## src/rtl/act_pkg.sv

```systemverilog
`default_nettype none
// ============================================================================
//  Module      : act_pkg
//  Description : Shared constants and types for the activation datapaths.
//                Fixed point is signed Q16.16 by default.
//  Revision    : 1.0 - initial release
// ============================================================================
package act_pkg;

    localparam int ACT_DATA_WIDTH = 32;
    localparam int ACT_FRAC_WIDTH = 16;

    // 1.0 in Q16.16
    localparam logic signed [31:0] ACT_ONE        = 32'sd65536;

    // Magnitude at and above which tanh_approx clamps to +/-ACT_ONE (Q16.16)
    localparam logic signed [31:0] ACT_SAT_THRESH = 32'sd4096;

    typedef logic signed [ACT_DATA_WIDTH-1:0] act_word_t;

endpackage
`default_nettype wire

```

## src/rtl/rr_arbiter.sv

```systemverilog
`default_nettype none
// ============================================================================
//  Module      : rr_arbiter
//  Description : Combinational round-robin pick. Scans requests starting at
//                i_ptr, wrapping mod NUM_REQ; first hit wins when enabled.
//  Revision    : 1.0 - initial release
// ============================================================================
module rr_arbiter #(
    parameter  int NUM_REQ = 4,
    localparam int IDX_W   = $clog2(NUM_REQ)
) (
    input  logic [NUM_REQ-1:0] i_req,
    input  logic [IDX_W-1:0]   i_ptr,
    input  logic               i_en,
    output logic [NUM_REQ-1:0] o_grant,
    output logic [IDX_W-1:0]   o_idx,
    output logic               o_valid
);

    localparam logic [IDX_W:0] c_NUM = (IDX_W+1)'(NUM_REQ);

    logic [IDX_W:0]   w_sum;
    logic [IDX_W-1:0] w_sel;

    // Priority scan from the pointer; the earliest position in wrap order wins
    always_comb begin
        o_grant = '0;
        o_idx   = '0;
        o_valid = 1'b0;
        w_sum   = '0;
        w_sel   = '0;
        if (i_en) begin
            for (int k = 0; k < NUM_REQ; k++) begin
                w_sum = {1'b0, i_ptr} + (IDX_W+1)'(k);
                if (w_sum >= c_NUM) begin
                    w_sum = w_sum - c_NUM;
                end
                w_sel = w_sum[IDX_W-1:0];
                if (!o_valid && i_req[w_sel]) begin
                    o_valid = 1'b1;
                    o_idx   = w_sel;
                end
            end
        end
        if (o_valid) begin
            o_grant[o_idx] = 1'b1;
        end
    end

endmodule
`default_nettype wire

```

## src/rtl/tanh_approx.sv

```systemverilog
`default_nettype none
// ============================================================================
//  Module      : tanh_approx
//  Description : Piecewise tanh: identity inside the saturation threshold,
//                clamped to +/-1.0 at or beyond it. Purely combinational.
//  Revision    : 1.0 - initial release
// ============================================================================
module tanh_approx
    import act_pkg::*;
#(
    parameter int DATA_WIDTH = ACT_DATA_WIDTH,
    parameter int FRAC_WIDTH = ACT_FRAC_WIDTH
) (
    input  logic signed [DATA_WIDTH-1:0] i_x,
    output logic signed [DATA_WIDTH-1:0] o_y
);

    // Constants rescaled from the Q16.16 package values to this FRAC_WIDTH
    localparam longint c_ONE_L = longint'(1) << FRAC_WIDTH;
    localparam longint c_THR_L = (longint'(ACT_SAT_THRESH) << FRAC_WIDTH) >>> ACT_FRAC_WIDTH;

    localparam logic signed [DATA_WIDTH-1:0] c_ONE     = DATA_WIDTH'(c_ONE_L);
    localparam logic signed [DATA_WIDTH-1:0] c_NEG_ONE = DATA_WIDTH'(-c_ONE_L);
    localparam logic signed [DATA_WIDTH-1:0] c_THR     = DATA_WIDTH'(c_THR_L);
    localparam logic signed [DATA_WIDTH-1:0] c_NEG_THR = DATA_WIDTH'(-c_THR_L);

    // Clamp at the threshold (inclusive), pass through otherwise
    always_comb begin
        if (i_x >= c_THR) begin
            o_y = c_ONE;
        end else if (i_x <= c_NEG_THR) begin
            o_y = c_NEG_ONE;
        end else begin
            o_y = i_x;
        end
    end

endmodule
`default_nettype wire

```

## src/rtl/tanh_share_arbiter.sv

```systemverilog
`default_nettype none
// ============================================================================
//  Module      : tanh_share_arbiter
//  Description : Shares one tanh_approx among NUM_REQ requesters. Round-robin
//                grant, one-cycle registered result tagged with requester ID.
//  Revision    : 1.0 - initial release
// ============================================================================
module tanh_share_arbiter
    import act_pkg::*;
#(
    parameter int NUM_REQ    = 4,
    parameter int DATA_WIDTH = ACT_DATA_WIDTH,
    parameter int FRAC_WIDTH = ACT_FRAC_WIDTH
) (
    input  logic                          clk,
    input  logic                          rst,
    input  logic [NUM_REQ-1:0]            req_valid,
    input  logic [NUM_REQ*DATA_WIDTH-1:0] req_data,
    output logic [NUM_REQ-1:0]            req_ready,
    output logic                          resp_valid,
    output logic [$clog2(NUM_REQ)-1:0]    resp_id,
    output logic [DATA_WIDTH-1:0]         resp_data,
    input  logic                          resp_ready
);

    localparam int                c_ID_W = $clog2(NUM_REQ);
    localparam logic [c_ID_W-1:0] c_LAST = c_ID_W'(NUM_REQ - 1);

    logic                         r_resp_valid;
    logic [c_ID_W-1:0]            r_resp_id;
    logic signed [DATA_WIDTH-1:0] r_resp_data;
    logic [c_ID_W-1:0]            r_rr_ptr;

    logic                         w_can_accept;
    logic                         w_arb_en;
    logic [NUM_REQ-1:0]           w_grant;
    logic [c_ID_W-1:0]            w_idx;
    logic                         w_arb_valid;
    logic                         w_fire;
    logic signed [DATA_WIDTH-1:0] w_slice [NUM_REQ];
    logic signed [DATA_WIDTH-1:0] w_operand;
    logic signed [DATA_WIDTH-1:0] w_result;

    // Result register is free when empty or being drained this cycle
    assign w_can_accept = !r_resp_valid || resp_ready;
    assign w_arb_en     = w_can_accept && !rst;

    rr_arbiter #(
        .NUM_REQ (NUM_REQ)
    ) u_rr_arbiter (
        .i_req   (req_valid),
        .i_ptr   (r_rr_ptr),
        .i_en    (w_arb_en),
        .o_grant (w_grant),
        .o_idx   (w_idx),
        .o_valid (w_arb_valid)
    );

    // Grant only ever lands on a valid requester, so a grant is a transfer
    assign req_ready = w_grant;
    assign w_fire    = w_arb_valid;

    generate
        for (genvar gi = 0; gi < NUM_REQ; gi++) begin : g_unpack
            assign w_slice[gi] = req_data[gi*DATA_WIDTH +: DATA_WIDTH];
        end
    endgenerate

    // Operand mux driven by the arbiter's encoded index
    always_comb begin
        w_operand = w_slice[w_idx];
    end

    tanh_approx #(
        .DATA_WIDTH (DATA_WIDTH),
        .FRAC_WIDTH (FRAC_WIDTH)
    ) u_tanh_approx (
        .i_x (w_operand),
        .o_y (w_result)
    );

    // Result/ID/valid registers and round-robin pointer; pointer moves only on a grant
    always_ff @(posedge clk) begin
        if (rst) begin
            r_resp_valid <= 1'b0;
            r_resp_id    <= '0;
            r_resp_data  <= '0;
            r_rr_ptr     <= '0;
        end else if (w_fire) begin
            r_resp_valid <= 1'b1;
            r_resp_id    <= w_idx;
            r_resp_data  <= w_result;
            r_rr_ptr     <= (w_idx == c_LAST) ? '0 : w_idx + c_ID_W'(1);
        end else if (resp_ready) begin
            r_resp_valid <= 1'b0;
        end
    end

    assign resp_valid = r_resp_valid;
    assign resp_id    = r_resp_id;
    assign resp_data  = r_resp_data;

endmodule
`default_nettype wire
```

## config.mk

```make
export PLATFORM = sky130hd
export DESIGN_NAME = tanh_share_arbiter
export DESIGN_NICKNAME = d
export VERILOG_FILES = /design/src/rtl/act_pkg.sv /design/src/rtl/rr_arbiter.sv /design/src/rtl/tanh_approx.sv /design/src/rtl/tanh_share_arbiter.sv
export SDC_FILE = /design/constraint.sdc
export NUM_CORES = 1
export LEC_CHECK = 0
export BUFFER_PORTS_ARGS = -buffer_cell sky130_fd_sc_hd__buf_4
export CORE_ASPECT_RATIO = 1.75
export CORE_MARGIN = 2
export CORE_UTILIZATION = 43
export CTS_BUF_LIST = sky130_fd_sc_hd__clkbuf_4
export CTS_CLUSTER_DIAMETER = 100
export CTS_CLUSTER_SIZE = 40
export DETAILED_ROUTE_END_ITERATION = 8
export MAX_ROUTING_LAYER = met4
export PLACE_DENSITY = 0.83
export SYNTH_ARGS = -nofsm -noshare
export SYNTH_HDL_FRONTEND = slang
export SYNTH_SLANG_ARGS = --single-unit
export TNS_END_PERCENT = 5
```

## constraint.sdc

```tcl
create_clock -name clk -period 3.05 [get_ports clk]
set_clock_uncertainty 0.2 [all_clocks]
set_input_delay 0 -clock clk [delete_from_list [all_inputs] [get_ports clk]]
set_output_delay 0 -clock clk [all_outputs]
set_load 0.005 [all_outputs]
```

[Word level (Yosys, flattened, before mapping)]
Cells that the tools add are included.
Storage, ports and cells
  register bits after elaboration: 37
  output and inout port bits: 39
  logic and storage cells: 79
  input port bits: 135
Operators by class
  bitwise gates (word level): 1
  $lt $le $gt $ge: 13
  muxes and demuxes: 40
  reduce and logical (&&, ||, !) cells: 12
  add/subtract/negate cells: 8
  equality and inequality tests: 1
Operators by type and width (number)
  $mux 32: 4
  $bmux 32 s2: 1
  $ge 32x14->1 const B: 1
  $le 32x13->1 const B: 1
  $mux 2: 14
  $lt 2x3->1 const B: 5
  $mux 1: 15
  $ge 3x3->1 const B: 4
  $bmux 1 s2: 4
  $sub 2x1->2 const B: 4
  $add 2x2->3 const B: 2
  $logic_and 1x1->1: 5
  $logic_not 1->1: 5
  $mux 4: 1
  $add 2x1->3 const B: 1
  $ge 2x3->1 const B: 1
  $not 2->3: 1
  $add 2x1->2 const B: 1
  $demux 1 s2: 1
  $eq 2x2->1 const B: 1
  $ge 2x1->1 const B: 1
  $reduce_bool 2->1: 1
  $logic_or 1x1->1: 1

[Logic depth before layout (Yosys ltp)]
Gate-level depths: netlist of run 1.
  depth in word-level cells: 27
  depth in mapped cells: 12
  depth with buffers taken out: 9

[Cells and area by module]
From an unflattened synthesis of run 1, not the netlist that was laid out.
Second synthesis, totals
  cell total of the unflattened synthesis: 234
  area, all modules: 2656.3 um^2
By module, submodules not included
  tanh_share_arbiter: times used 1, area an instance 2112.0 um^2, sequential area each 740.7 um^2, cells an instance 163
  tanh_approx: times used 1, area an instance 404.1 um^2, sequential area each 0.0 um^2, cells an instance 52
  rr_arbiter: times used 1, area an instance 140.1 um^2, sequential area each 0.0 um^2, cells an instance 19

[Worst setup path before layout of run 1]
Ideal clock, no wire load.
  kind: reg-to-reg
  start point: register r_rr_ptr[1]
  end point: register r_resp_data[12] (netlist: resp_data[12])
  buffers on the path: 2
  stages on the path, launching flop included: 12
  arrival time: 2406 ps
  data required time: 2728 ps
  path slack: 322 ps
  clock period less this slack: 2728 ps
  setup time: 122 ps
  cell sequence: dfxtp_1 > nand2b_1 > and3_1 > o41ai_2 > inv_2 > buf_4 > buf_2 > or3_1 > a221oi_1 > o22ai_1 > o21ai_1 > o21ai_1
Between the ends
  longest elaborated chain between the ends: 26
  elaborated cells between the ends (all ways): 54
  classes of those cells: add/sub: 7; order compare: 6; mux: 34; bitwise: 1; reduce/logical: 6
Ends and longest elaborated chain
  from (decl): line tanh_share_arbiter.sv:32  | logic [c_ID_W-1:0] r_rr_ptr;
  from (signal assigned): line tanh_share_arbiter.sv:93  | r_rr_ptr <= (w_idx == c_LAST) ? '0 : w_idx + c_ID_W'(1);
  $ge 2x3->1 or $sub 2x1->2 (tied branches): line rr_arbiter.sv:35, rr_arbiter.sv:36
  $mux 2: line rr_arbiter.sv:35  | if (w_sum >= c_NUM) begin
  $mux 2: line rr_arbiter.sv:32  | if (i_en) begin
  $bmux 1 s2: line rr_arbiter.sv:39  | if (!o_valid && i_req[w_sel]) begin
  $mux 1 (not written as such): line rr_arbiter.sv:39
  $mux 1: line rr_arbiter.sv:39
  $mux 1: line rr_arbiter.sv:32
  $logic_not 1->1: line rr_arbiter.sv:39
  (+10 left out)
  $mux 2 *: line rr_arbiter.sv:32
  via u_rr_arbiter.o_idx[0]: line rr_arbiter.sv:16  | output logic [IDX_W-1:0] o_idx,
  $not 2->3 (not written as such) *: line tanh_share_arbiter.sv:71  | w_operand = w_slice[w_idx];
  $bmux 32 s2 *: line tanh_share_arbiter.sv:71
  $mux 32 (not written as such) * (2 in a row): line tanh_share_arbiter.sv:71
  $le 32x13->1: line tanh_approx.sv:31  | end else if (i_x <= c_NEG_THR) begin
  $mux 32: line tanh_approx.sv:31
  $mux 32 *: line tanh_approx.sv:29  | if (i_x >= c_THR) begin
  to (signal assigned): line tanh_share_arbiter.sv:92  | r_resp_data <= w_result;
  to (decl): line tanh_share_arbiter.sv:31  | logic signed [DATA_WIDTH-1:0] r_resp_data;
The timed path passes the listed nets; every way through them passes the cells marked *. The select of a mux whose other input is x is not followed.
A chain may end at the register's enable or synchronous reset.

[Worst setup path after layout of run 1]
  start point: register r_rr_ptr[1]
  end point: register r_resp_data[13] (netlist: resp_data[13])
Between the ends
  longest elaborated chain between the ends: 26
  elaborated cells between the ends (all ways): 54
  classes of those cells: add/sub: 7; order compare: 6; mux: 34; bitwise: 1; reduce/logical: 6
Ends and longest elaborated chain (line)
  $ge 2x3->1 or $sub 2x1->2 (tied branches): rr_arbiter.sv:35, rr_arbiter.sv:36
  $mux 2: rr_arbiter.sv:35
  $mux 2: rr_arbiter.sv:32
  $bmux 1 s2: rr_arbiter.sv:39
  $mux 1 (not written as such): rr_arbiter.sv:39
  $mux 1: rr_arbiter.sv:39
  $mux 1: rr_arbiter.sv:32
  $logic_not 1->1: rr_arbiter.sv:39
  (+9 left out)
  $mux 2: rr_arbiter.sv:39
  $mux 2: rr_arbiter.sv:32
  $not 2->3 (not written as such): tanh_share_arbiter.sv:71
  $bmux 32 s2: tanh_share_arbiter.sv:71
  $mux 32 (not written as such) (2 in a row): tanh_share_arbiter.sv:71
  $le 32x13->1: tanh_approx.sv:31
  $mux 32: tanh_approx.sv:31
  $mux 32: tanh_approx.sv:29
Parallel ways exist; a longest one is shown, timed or not. The select of a mux whose other input is x is not followed.

==> impl_metrics.tcl, run 1 <==
set metrics [dict create \
    routed_wl_microns 13370 \
    final_area_sq_um 4676 \
    outcome "finished clean" \
    internal_power_w 0.0009873 \
    seqPwrFrac_pct 36.7 \
    synthTopCellsByArea "dfxtp_1, mux4_2, mux2i_1, o21a_1, nor4_1" \
    n_fill_cell 350 \
    hp-class "in2reg" \
    cts-buffers-inserted 5 \
    period_minus_slack_ns 3.005 \
    postPlaceCellArea_sq_um 3916 \
    vias 3654 \
    io_pins 174 \
    ff2ff_setup_slack_ns 0.04 \
    drt_iter0_markers 337 \
    drt-pass1-iter-count 5 \
    setup.worst_path.start_class "register" \
    min_to "resp_data[14]" \
    synth.distinct_cells 46 \
    final_util_pct 83.71 \
    rsz0062_at_grt "yes" \
    worst-path-max-fanout 8 \
    worstSkewPairLatency_ns 0.36 \
    report.final.slew_viol_count 0 \
    grt_pass1_wl_microns 18310 \
    cts_buffer_depth 2 \
    setup_viol 0 \
    grt-ovfl-total 0 \
    die-area_sq_um 6476 \
    seqCellArea_sq_um 744.5 \
    yosys_register_bits 37 \
    ys.warnings.count 0 \
    r2r-start "r_rr_ptr[1]" \
    vias_per_cell 6.183 \
    ant_nets 0 \
    p_sw_w 0.0004622 \
    switching_share_pct 31.89 \
    drc 0 \
    pre_cts_slack_ns 0.04243 \
    synthesis.nets 420 \
    required_ns 3.10 \
    multi_input_area_sq_um 1773 \
    grt_pass1_vias 3688 \
    wire_per_inst_microns 22.61 \
    syn2layout_area_growth_pct 86.66 \
    avgSynthCellArea_sq_um 8.914 \
    yosys.area.top_type_share_pct 29.57 \
    crit_path_end_kind "register" \
    relSlewSlack_pct 62.17 \
    critPathKind "reg2reg" \
    reg2reg_to "resp_data[13]" \
    p_clk_share_pct 25.7 \
    drive_above_1_share_pct 45.60 \
    power_density_nw_per_um2 310.0 \
    cts_sinks 37 \
    setup_ws_ns 0.04464 \
    place_congestion 0.9488 \
    die_h_microns 105.0 \
    grt_max_degree 24 \
    tightest_slew_ns 0.5640 \
    netlist_instances 281 \
    hpwl_microns 7658 \
    cts_tree "done" \
    yosysTopAreaCell "dfxtp_1" \
    syn_area_sq_um 2505 \
    fmax_mhz 332.7 \
    reg2reg_depth 10 \
    cts_root_buf "clkbuf_4" \
    cp.arrival_ns 3.05 \
    worst_hold_startpoint "req_data[79]" \
    synthFlopType "dfxtp_1" \
    rows 36 \
    start_util_pct 44.85 \
    yosys-top-cells-count "dfxtp_1, nand2_1, nor4_1" \
    core_area_sq_um 5585 \
    grt_usage_pct 39.43 \
    die-width_microns 61.70 \
    ys_async_sr_fraction_pct 0 \
    maxCapViolations 0 \
    portBuffers 173 \
    p_leak_nw 2.052 \
    hold_path_depth 4 \
    clk_pin_slew_worst_paths_ns 0.13 \
    hold_viol 0 \
    grt_antenna_before_repair 4 \
    synth_edf_count 0 \
    p_comb_share_pct 37.7 \
    yosysMostFrequentCell "dfxtp_1" \
    ys_seq_area_share_pct 29.57 \
    cts_htree_levels 2 \
    fin_nets 649 \
    vdd_ir_drop_max_mv 0.2413 \
    fin_crit_sh_pct 98.54 \
]
## critical path, stage by stage, from the launching register on
cell	delay, ns
dfxtp_4	0.39
nand2b_1	0.14
and3_4	0.18
o41ai_4	0.47
inv_2	0.14
buf_6	0.16
or3_1	0.38
a221oi_2	0.25
o22ai_1	0.13
o21ai_2	0.32
o21ai_1	0.13
## flip-flops by register name (all words and copies together), names as in the netlist
signal	cells
resp_data	32
r_rr_ptr	2
resp_id	2
resp_valid	1
## metrics by stage
| stage | power (W) | instances | setup TNS, ns | hold WS, ns |
|---|---|---|---|---|
| finish | 0.001450 | 591 | 0 | 0.03746 |
| global route | 0.001493 | 591 | -0.8729 | 0.05907 |
| floorplan | 0.0007250 | 281 | 0 | 0.04802 |
| global placement | 0.0009644 | 526 | 0 | 0.06753 |
| CTS | 0.001368 | 584 | 0 | 0.06037 |
| detailed placement | 0.0009730 | 526 | 0 | 0.07387 |
## routing by layer
layer / vias to the layer above / part of all wire, % / GRT usage (%)
li1: 1549 / - / -
met1: 1710 / 31 / 36.26
met2: 300 / 52 / 66.09
met3: 95 / 8.7 / 10.40
met4: 0 / 8.9 / 27.36
met5: - / 0 / -
## repair_timing
item / 4_1_cts / 5_1_grt
gates resized for setup: 0 / 27
buffers inserted: 0 / 2
hold endpoints to repair: 16 / 0
setup endpoints to repair: 0 / 31
hold buffers: 50 / 0
## power groups by stage
stage	clock (W)	sequential, W	combinational, W
finish	0.000372	0.000531	0.000546
global route	0.000384	0.000533	0.000576
CTS	0.000353	0.000528	0.000487
detailed placement	0	0.000539	0.000434
global placement	0	0.000537	0.000427
floorplan	0	0.000538	0.000187
## cell families after synthesis
kind of cell               Yosys count  share of synthesized area (%)
AOI/OAI and AO/OA                   59                          17.83
adders and majority gates            4                          1.998
buffers and inverters               30                          5.843
DFF                                 37                          29.57
muxes                               26                          16.93
and+or+nand+nor                    125                          27.82
## cell type report
| type | instances | area share (%) |
|---|---|---|
| antenna | 4 | 0.2141 |
| timing repair buffer | 235 | 40.83 |
| clock inverter | 3 | 0.9901 |
| clock buffer | 5 | 0.8028 |
| sequential | 37 | 15.92 |
| multi-input combinational | 215 | 37.92 |
| inverter | 16 | 1.284 |
| tap | 76 | 2.034 |
## cells in the final DEF (no fill, tap or decap), drive strengths merged, types with 2 or more instances in the layout
master,count
nor2,10
a21oi,5
mux4,13
o21a,16
inv,16
and2,4
buf,185
o21ai,19
dfxtp,37
nor4,20
nor3b,2
a211oi,7
clkbuf,5
and4,2
nand2,24
diode,4
dlygate4sd3,50
nor2b,3
nand2b,3
nand3,7
o2bb2a,2
nand3b,2
nand4,18
or3,9
nor3,13
ha,4
mux2i,12
a2111oi,2
or4,4
and3,3
## worst max path at each step
stage	start	end	depth (start not counted)
3_5_place_dp	r_rr_ptr[1]	resp_data[25]	9
5_1_grt	r_rr_ptr[1]	resp_data[13]	10
6_report	r_rr_ptr[1]	resp_data[13]	10
2_1_floorplan	r_rr_ptr[1]	resp_data[12]	11
4_1_cts	r_rr_ptr[1]	resp_data[25]	9
3_3_place_gp	r_rr_ptr[1]	resp_data[15]	10
No activity file was read; power rests on OpenSTA's default activity.
==> run 2: changes to the inputs <==
--- a/config.mk
+++ b/config.mk
@@ -8,13 +8,15 @@
 export BUFFER_PORTS_ARGS = -buffer_cell sky130_fd_sc_hd__buf_4
 export CORE_ASPECT_RATIO = 1.75
 export CORE_MARGIN = 2
-export CORE_UTILIZATION = 43
+export CORE_UTILIZATION = 46
 export CTS_BUF_LIST = sky130_fd_sc_hd__clkbuf_4
 export CTS_CLUSTER_DIAMETER = 100
 export CTS_CLUSTER_SIZE = 40
 export DETAILED_ROUTE_END_ITERATION = 8
 export MAX_ROUTING_LAYER = met4
-export PLACE_DENSITY = 0.83
+export PLACE_DENSITY = 0.88
+export SKIP_LAST_GASP = 1
+export SLEW_MARGIN = 20
 export SYNTH_ARGS = -nofsm -noshare
 export SYNTH_HDL_FRONTEND = slang
 export SYNTH_SLANG_ARGS = --single-unit
==> constraint.sdc (replaced) <==
create_clock -name clk -period 3.9 [get_ports clk]
set_clock_uncertainty 0.2 [all_clocks]
set_input_delay 0 -clock clk [delete_from_list [all_inputs] [get_ports clk]]
set_output_delay 0 -clock clk [all_outputs]
set_load 0.005 [all_outputs]
==> impl_metrics.tcl, run 2 (synthesis gave the netlist of run 1 again) <==
set metrics [dict create \
    power_density_nw_per_um2 251.6 \
    cts-buffers-inserted 5 \
    io_pins 174 \
    setup_tns_ns 0 \
    grt_pass1_vias 3233 \
    reg2reg_depth 9 \
    grt_antenna_before_repair 0 \
    die-area_sq_um 6075 \
    cts_root_buf "clkbuf_4" \
    gr-usage-met2_pct 57.02 \
    period_minus_slack_ns 3.369 \
    post_cts.repair.setup_buffers 0 \
    cpMaxStageDelayCell "nor2_1" \
    cts_tree "done" \
    hpwl_microns 7524 \
    mostFrequentLayoutCells "buf_4, dfxtp_1, dlygate4sd3_1" \
    maxCapViolations 0 \
    ctsResizeCount 0 \
    outcome "finished clean" \
    hp-class "in2reg" \
    switching_share_pct 28.61 \
    setup_viol 0 \
    hold_viol 0 \
    final_util_pct 79.33 \
    syn2layout_area_growth_pct 66.43 \
    report.final.slew_viol_count 0 \
    grt_pass1_wl_microns 14560 \
    timing.hold.ws_ns 0.04877 \
    final_common_cell "buf_4" \
    hold_buffers 26 \
    critPathKind "reg2reg" \
    r2r-start "r_rr_ptr[0]" \
    cp.arrival_ns 3.46 \
    final_cells 533 \
    p_clk_share_pct 25.1 \
    worst-path-max-fanout 38 \
    fin_crit_sh_pct 86.38 \
    portBuffers 173 \
    wire_per_inst_microns 18.51 \
    largest_register_ffs 32 \
    rsz0062_at_grt "no" \
    seqCellArea_sq_um 740.7 \
    hold_path_depth 4 \
    pre_cts_slack_ns 0.6020 \
    ff2ff_setup_slack_ns 0.53 \
    ant_nets 0 \
    cts_htree_levels 2 \
    cpLargestDelayFamily "simple AND/OR/NAND/NOR gates" \
    worst_hold_startpoint "req_data[111]" \
    required_ns 3.99 \
    p_leak_nw 1.872 \
    dp_cells 498 \
    clk_pin_slew_worst_paths_ns 0.12 \
    routed_wl_microns 9867 \
    relSlewSlack_pct 35.87 \
    cts_sinks 37 \
    setup_ws_ns 0.5312 \
    vias 3263 \
    fin_nets 615 \
    multi_input_area_sq_um 1637 \
    worst-path-stages 9 \
    n_fill_cell 352 \
    drt-pass1-iter-count 4 \
    setup.worst_path.start_class "register" \
    drc 0 \
    die-width_microns 59.78 \
    grt_max_degree 39 \
    tightest_slew_ns 0.9584 \
    drive_above_1_share_pct 43.40 \
    globalRouteMet3Util_pct 6.258 \
    reg2reg_to "resp_data[22]" \
    core_area_sq_um 5255 \
    die_h_microns 101.6 \
    grt_usage_pct 32.67 \
    vias_per_cell 6.122 \
    p_sw_w 0.0003001 \
    seqPwrFrac_pct 39.4 \
    min_to "resp_data[12]" \
    worstSkewPairLatency_ns 0.35 \
    internal_power_w 0.0007488 \
    start_util_pct 47.67 \
    p_comb_share_pct 35.5 \
    vdd_ir_drop_max_mv 0.1409 \
    path_cells "nor4bb_1 > a2111oi_4 > o41ai_4 > buf_4 > mux2i_1 > mux2i_1 > nor2_1 > nor2_1 > o21a_1" \
    crit_buf_inv 1 \
    place_congestion 0.9383 \
    top_usage_layer "met2" \
    drt_iter0_markers 158 \
    crit_path_end_kind "register" \
    rows 35 \
    cts_buffer_depth 2 \
    grt_use_met1_pct 31.60 \
    grt-ovfl-total 0 \
    cpPeakStageDelay_ns 0.73 \
    fmax_mhz 296.8 \
]
[run 2: worst register-to-register path: stages (launching register included)]
cell and delay, ns:
dfxtp_1 0.50, nor4bb_1 0.46, a2111oi_4 0.12, o41ai_4 0.09, buf_4 0.52, mux2i_1 0.18
mux2i_1 0.23, nor2_1 0.07, nor2_1 0.73, o21a_1 0.22
[run 2: power groups by stage]
stage	clock network [W]	logic [W]	registers, W
final	0.000264	0.000372	0.000413
after global routing	0.000281	0.000397	0.000415
after CTS	0.000264	0.000364	0.000413
after detailed placement	0	0.000328	0.000422
after global placement	0	0.000320	0.000421
after floorplan	0	0.000146	0.000421
[run 2: worst max path at each step]
stage | start | endpoint | slack (ns)
floorplan | r_rr_ptr[1] | resp_data[12] | 1.17
global placement | r_rr_ptr[1] | resp_data[28] | 0.74
detailed placement | r_rr_ptr[0] | resp_data[27] | 0.60
CTS | r_rr_ptr[0] | resp_data[30] | 0.58
global route | r_rr_ptr[0] | resp_data[30] | 0.26
finish | r_rr_ptr[0] | resp_data[22] | 0.53
[run 2: through the flow]
step | cell area [sq um] | total power (W)
6_report | 4169 | 0.001049
5_1_grt | 4167 | 0.001093
4_1_cts | 4164 | 0.001041
3_5_place_dp | 3825 | 0.0007493
3_3_place_gp | 3825 | 0.0007403
2_1_floorplan | 2505 | 0.0005670
[run 2: area by class of cell]
class / instances / area share, %
Multi-Input combinational cell: 214 / 39.26
Clock inverter: 3 / 0.9904
Tap cell: 55 / 1.651
Sequential cell: 37 / 17.77
Clock buffer: 5 / 0.9004
Timing Repair Buffer: 202 / 37.94
Antenna cell: 1 / 0.06002
Inverter: 16 / 1.441
[run 2: routing by layer]
metal / vias to the layer above / routed length [microns]
li1: 1473 / -
met1: 1522 / 3294
met2: 211 / 5262
met3: 57 / 714
met4: 0 / 595
met5: - / 0
